==> src/rtl/cdk_s256x16_if.sv <==
`default_nettype none
// ============================================================================
// Module      : cdk_s256x16_if
// Description : Access bus for the 256x16 single-port SRAM macro model.
//               The master drives the address, write data and active-low
//               strobes. The slave returns registered read data.
// Revision    : 1.0 - initial release
// ============================================================================
interface cdk_s256x16_if #(
   parameter int ADDR_WIDTH = 8,
   parameter int DATA_WIDTH = 16
);
   logic [ADDR_WIDTH-1:0] ADDRESS;
   logic [DATA_WIDTH-1:0] DATA_IN;
   logic [DATA_WIDTH-1:0] DATA_OUT;
   logic                  WR_ENABLE;   // active-low: 0 = write, 1 = read
   logic                  ENABLE;      // active-low: 0 = access, 1 = idle

   modport master (
      output ADDRESS,
      output DATA_IN,
      output WR_ENABLE,
      output ENABLE,
      input  DATA_OUT
   );

   modport slave (
      input  ADDRESS,
      input  DATA_IN,
      input  WR_ENABLE,
      input  ENABLE,
      output DATA_OUT
   );
endinterface
`default_nettype wire

==> src/rtl/cdk_s256x16.sv <==
`default_nettype none
// ============================================================================
// Module      : cdk_s256x16
// Description : Single-port synchronous SRAM model, DEPTH x DATA_WIDTH,
//               one clock, registered read data, active-low chip enable
//               and active-low write enable. Reset clears only DATA_OUT;
//               the array is never initialised.
//               Optional feature macro: CDK_S256X16_WRITE_THROUGH_EN
//               (when defined, a write also loads DATA_OUT with DATA_IN).
// Revision    : 1.0 - initial release
// ============================================================================
module cdk_s256x16 #(
   parameter int ADDR_WIDTH = 8,
   parameter int DATA_WIDTH = 16,
   parameter int DEPTH      = 256
) (
   input  wire logic       CLOCK,
   input  wire logic       RESET_N,
   cdk_s256x16_if.slave    bus
);

   localparam logic [ADDR_WIDTH:0] c_depth = (ADDR_WIDTH+1)'(DEPTH);

   logic [DATA_WIDTH-1:0] r_mem [0:DEPTH-1];
   logic [DATA_WIDTH-1:0] r_data_out;

   logic [ADDR_WIDTH-1:0] w_addr;
   logic                  w_access;
   logic                  w_write;
   logic                  w_in_range;
   logic                  w_addr_known;

   assign w_addr     = bus.ADDRESS;
   assign w_access   = ~bus.ENABLE;
   assign w_write    = w_access & ~bus.WR_ENABLE;
   assign w_in_range = ({1'b0, w_addr} < c_depth);

   // An unknown address must neither corrupt the array nor return clean
   // data in simulation; hardware always sees a known address.
`ifdef SYNTHESIS
   assign w_addr_known = 1'b1;
`else
   assign w_addr_known = ~$isunknown(w_addr);
`endif

   // Array write: only on an enabled, in-range, known-address write outside reset.
   always_ff @(posedge CLOCK) begin
      if (RESET_N && w_write && w_addr_known && w_in_range) begin
         r_mem[w_addr] <= bus.DATA_IN;
      end
   end

   // Output register: reset clears it, reads load it, idle and writes hold it.
   always_ff @(posedge CLOCK) begin
      if (!RESET_N) begin
         r_data_out <= '0;
      end else if (w_access) begin
         if (!w_addr_known) begin
            r_data_out <= 'x;
         end else if (bus.WR_ENABLE) begin
            r_data_out <= w_in_range ? r_mem[w_addr] : '0;
         end else begin
`ifdef CDK_S256X16_WRITE_THROUGH_EN
            r_data_out <= bus.DATA_IN;
`endif
         end
      end
   end

   assign bus.DATA_OUT = r_data_out;

endmodule
`default_nettype wire

==> src/flat_wrapper.sv <==
// flat-port wrapper written by rule: the top's interface ports become plain ports
module cdk_s256x16_flat 
#(
   parameter int ADDR_WIDTH = 8,
   parameter int DATA_WIDTH = 16,
   parameter int DEPTH      = 256
)
  (CLOCK, RESET_N, bus_ADDRESS, bus_DATA_IN, bus_WR_ENABLE, bus_ENABLE, bus_DATA_OUT);
  cdk_s256x16_if #(.ADDR_WIDTH(ADDR_WIDTH), .DATA_WIDTH(DATA_WIDTH)) bus_i ();
  input  wire logic CLOCK;
  input  wire logic RESET_N;
  input wire logic [$bits(bus_i.ADDRESS)-1:0] bus_ADDRESS;
  input wire logic [$bits(bus_i.DATA_IN)-1:0] bus_DATA_IN;
  input wire logic [$bits(bus_i.WR_ENABLE)-1:0] bus_WR_ENABLE;
  input wire logic [$bits(bus_i.ENABLE)-1:0] bus_ENABLE;
  output wire logic [$bits(bus_i.DATA_OUT)-1:0] bus_DATA_OUT;
  assign bus_i.ADDRESS = bus_ADDRESS;
  assign bus_i.DATA_IN = bus_DATA_IN;
  assign bus_i.WR_ENABLE = bus_WR_ENABLE;
  assign bus_i.ENABLE = bus_ENABLE;
  assign bus_DATA_OUT = bus_i.DATA_OUT;
  cdk_s256x16 #(.ADDR_WIDTH(ADDR_WIDTH), .DATA_WIDTH(DATA_WIDTH), .DEPTH(DEPTH)) u_core (.CLOCK(CLOCK), .RESET_N(RESET_N), .bus(bus_i));
endmodule
==> config.mk <==
export PLATFORM = sky130hd
export DESIGN_NAME = cdk_s256x16_flat
export DESIGN_NICKNAME = d
export VERILOG_FILES = /design/src/rtl/cdk_s256x16_if.sv /design/src/rtl/cdk_s256x16.sv /design/src/flat_wrapper.sv
export SDC_FILE = /design/constraint.sdc
export NUM_CORES = 2
export LEC_CHECK = 0
export CAP_MARGIN = 20
export CORE_MARGIN = 2
export CORE_UTILIZATION = 41
export DETAILED_ROUTE_END_ITERATION = 12
export PLACE_DENSITY = 0.63
export REMOVE_ABC_BUFFERS = 1
export SLEW_MARGIN = 0
export SYNTH_ARGS = -nofsm -noshare
export SYNTH_HDL_FRONTEND = slang
export SYNTH_SLANG_ARGS = --single-unit
==> constraint.sdc <==
create_clock -name CLOCK -period 6 [get_ports CLOCK]
set_input_delay 0.6 -clock CLOCK [delete_from_list [all_inputs] [get_ports CLOCK]]
set_output_delay 0.6 -clock CLOCK [all_outputs]
set_load 0.005 [all_outputs]
==> summary.md <==
Max-capacitance violation count: 0. Along the worst path, the maximum fanout reaches 53. The net count of the finished layout is 7702.

The part of the cycle the worst path needs works out to 67.42%. The cell sitting at the root of the clock tree is a sky130_fd_sc_hd__clkbuf_16. The highest metal layer carrying signal wires in the routed design is met5. Counting distinct cell types in the post-synthesis netlist gives 78. The proportion of synthesized flip-flops having asynchronous set or reset works out to 0%.

With fillers left out, the area of the finished cells amounts to 179700 um^2. The detail route stage leaves a number of antenna-violating nets equal to 0. After routing, the total negative slack on setup checks comes to 0 ps. The synthesized design contains 4112 register bits.

The detailed router finished its first iteration with 13368 violations. The tools report the post-CTS setup repair buffer count as 0. Data on the critical path is required at its endpoint by 6780 ps.

The tools report the amount of wire on met2 after detailed routing as 211.4 mm. Clock-pin slew was measured on the worst setup and hold paths at 60 ps. Among all flip-flop cells after synthesis, the most frequent one is sky130_fd_sc_hd__edfxtp_1. The min-delay analysis places its worst path in the category in2reg.

The logs give 0 for the total DRC errors in the routed layout and 0 for the post-cts sizing count. In this design, the largest share of critical-path delay is due to compound AO/OA/AOI/OAI gates. Detailed placement ended at an HPWL of 283.6 mm. The library cell occupying the most area in the post-synthesis netlist was sky130_fd_sc_hd__edfxtp_1. The signal on the critical path passes through buf_8 > buf_12 > nor4bb_2 > buf_4 > a221oi_1 > nand4_1 > o31ai_1 > a21oi_1 > o32ai_1. The power per cell area works out to 332.1 nW/um^2. Sequential cells were found to cover 78.21% of the synthesized design area.

Row generation in the floorplan step produced 227 rows. The congestion estimate from routability-driven global placement came to 0.9082. The number of fill cells was 30768; the largest net degree at the start of global routing was 185. For the post-synthesis instance total, the log shows 7146. The run gives 176.0 mm as the met1 routed wirelength after detailed routing. The flow ran to the end, and the final reports show no timing, DRC or antenna violations.

For the area of the die, the log shows 389600 um^2. For the detailed route wirelength on metal3, the log shows 53.69 mm. Overall routed net length: 462.7 mm. The die width is 624.2 um, and the number of antenna violations at the first check in global routing is 29. Setup repair after global routing left no endpoint under its margin. Buffers placed on the I/O ports in this run total 43. The average detailed-routed wire length per instance is 35.40 um.

Summed over all layers, the global routing overflow is 0. Overall power consumption after layout is estimated at 59680 uW. The logs give 0.2389 mV for the highest ir drop seen on vdd and 78482 for the number of global-route vias before repair. The most frequent cell after synthesis was sky130_fd_sc_hd__edfxtp_1. The number of buffers and inverters on the critical path is 3. By area the synthesized netlist is led by sky130_fd_sc_hd__edfxtp_1 (78%), sky130_fd_sc_hd__mux4_2 (13%), sky130_fd_sc_hd__mux2i_1 (1.4%). The worst max-slew margin expressed relative to the limit was 7.230%. The logs give 407 for the total CTS buffers and 0.05579 uW for the leakage power. The tools report the final number of max-transition violations as 0. The core region is 382600 um^2. The vertical die dimension works out to 624.2 um. Data arrives at the worst endpoint at 4830 ps.

Hold is met by 49.03 ps. The launching element type of the critical path was an input port. The clock passes through at most 4 buffers. The H-tree was split into 5 levels. TritonCTS built the clock tree.

Between clock sinks in the finished design, the worst skew comes to 40.77 ps. The worst setup path is captured at a flip-flop. The number of buffers inserted for hold repair after clock tree synthesis was 0; the number of vias after detailed routing was 81547. The I/O pin total was 44; the clock period minus final worst setup slack was 4045 ps. The relative area change from synthesis to final layout came out at 13.96%. The total number of clock tree sinks was 4112; the global-route wire length before repair was 637.3 mm. Setup violations remaining at the end of the flow were counted as 0. At the pin with the least slew margin, the transition time is 1392 ps. Counting instances in the post-synthesis netlist gives the leading cell types as sky130_fd_sc_hd__edfxtp_1 (4096), sky130_fd_sc_hd__mux4_2 (924), sky130_fd_sc_hd__nor2_1 (306). The critical path is of the in2reg type. The average instance in the mapped netlist occupies 22.07 um^2.

Based on the critical path, the design can be clocked at up to 0.2472 GHz. The summed instance area of the synthesized netlist is 157700 um^2, and the starting density of the core is 41.22%. The share of layout cells above drive strength 1 came out at 27.41%.

The slowest stage of the critical path belongs to the cell sky130_fd_sc_hd__a21oi_1. The run gives 7 as the number of iterations in the first detailed-routing pass. For this run, the slowest stage of the critical path takes 1010 ps.

During synthesis, Yosys emitted a total of 0 warnings. For the final hold violation count, the log shows 0. Clock latency on the worst-skew pair, taken at its later pin, is 980 ps.

The portion of synthesized cell area occupied by the leading cell type is 78.00%, and the ratio of routed vias to standard cells is 6.239. Yosys mapped a number of flops with a built-in enable equal to 4096. In this run the cell area measured after placement is 166600 um^2. For this run, the total global-route usage over all layers was measured as 23.35%.
[cell type report]
cell class	instances	area, um^2	area share, %
clock inverter	238	2217	1.234
inverter	7	33.78	0.01880
sequential	4112	123300	68.63
multi-input combinational	2606	32180	17.91
timing repair buffer	540	4798	2.670
tap	5038	6304	3.508
clock buffer	517	10820	6.019
antenna	12	30.03	0.01671
[cell families (layout without fill, tap and decap cells)]
kind of cell           after synthesis  after routing  synth area share [%]
and+or+nand+nor                    764            764                 2.212
buffers and inverters              428           1302                 1.680
muxes                             1174           1174                 14.85
AOI/OAI and AO/OA                  668            668                 3.053
DFF                               4112           4112                 78.21
other                                0             12                     0
[cell usage in the layout, fill, tap and decap left out, types with 33 or more instances in the layout]
cell,n
sky130_fd_sc_hd__clkbuf_1,96
sky130_fd_sc_hd__mux2i_1,219
sky130_fd_sc_hd__clkbuf_16,414
sky130_fd_sc_hd__clkinv_2,80
sky130_fd_sc_hd__bufinv_16,33
sky130_fd_sc_hd__o22ai_1,154
sky130_fd_sc_hd__a22oi_1,105
sky130_fd_sc_hd__mux4_2,924
sky130_fd_sc_hd__clkinv_1,87
sky130_fd_sc_hd__buf_4,453
sky130_fd_sc_hd__o21ai_0,72
sky130_fd_sc_hd__a21oi_1,58
sky130_fd_sc_hd__nor2_2,70
sky130_fd_sc_hd__nand2_1,179
sky130_fd_sc_hd__edfxtp_1,4096
sky130_fd_sc_hd__nor2_1,234
sky130_fd_sc_hd__buf_12,40
sky130_fd_sc_hd__nor3_1,46
sky130_fd_sc_hd__a221oi_1,35
sky130_fd_sc_hd__nand3_1,51
[path summary, 6_finish.rpt]
| path | start | endpoint | cells past startpoint | slack [ps] |
|---|---|---|---|---|
| hold / removal | bus_DATA_IN[9] | u_core.r_mem[52][9] | 1 | 50 |
| setup reg to reg | u_core.r_mem[26][1] | u_core.bus.DATA_OUT[1] | 6 | 2800 |
| hold reg to reg | u_core.bus.DATA_OUT[15] | u_core.bus.DATA_OUT[15] | 2 | 810 |
| setup / recovery | bus_ADDRESS[0] | u_core.bus.DATA_OUT[2] | 9 | 1950 |
[layer usage]
| layer | global-route usage (%) | up-vias |
|---|---|---|
| met5 | 0 | - |
| met4 | 9.467 | 12 |
| met3 | 5.340 | 912 |
| met2 | 35.50 | 5510 |
| met1 | 32.71 | 43659 |
| li1 | - | 31454 |
[through the flow]
stage | utilization (%) | cells | setup WS, ps
after detailed placement | 43.54 | 12300 | 1113
after global routing | 46.96 | 13058 | 2004
after floorplan | - | 6725 | 1966
after CTS | 46.95 | 13055 | 2092
final | 46.97 | 13070 | 1955
after global placement | 43.51 | 12289 | 1058
[sequential cells by signal, indices dropped and copies added, names as in the netlist]
| name | count |
|---|---|
| u_core.r_mem | 4096 |
| u_core.bus.DATA_OUT | 16 |
[report_power, final]
part           total, uW  switching [uW]  internal [uW]
logic               2970            2040            929
clock network      25000           10800          14200
registers          31700            46.5          31600
total              59700           12900          46800
[worst reg2reg max path, delay by kind of cell (launching register included)]
family / cells / cell delay (ps)
AOI/OAI and AO/OA: 3 / 890
and+or+nand+nor: 2 / 1280
muxes: 1 / 480
DFF: 1 / 380
(Power assumes the default switching activity.)
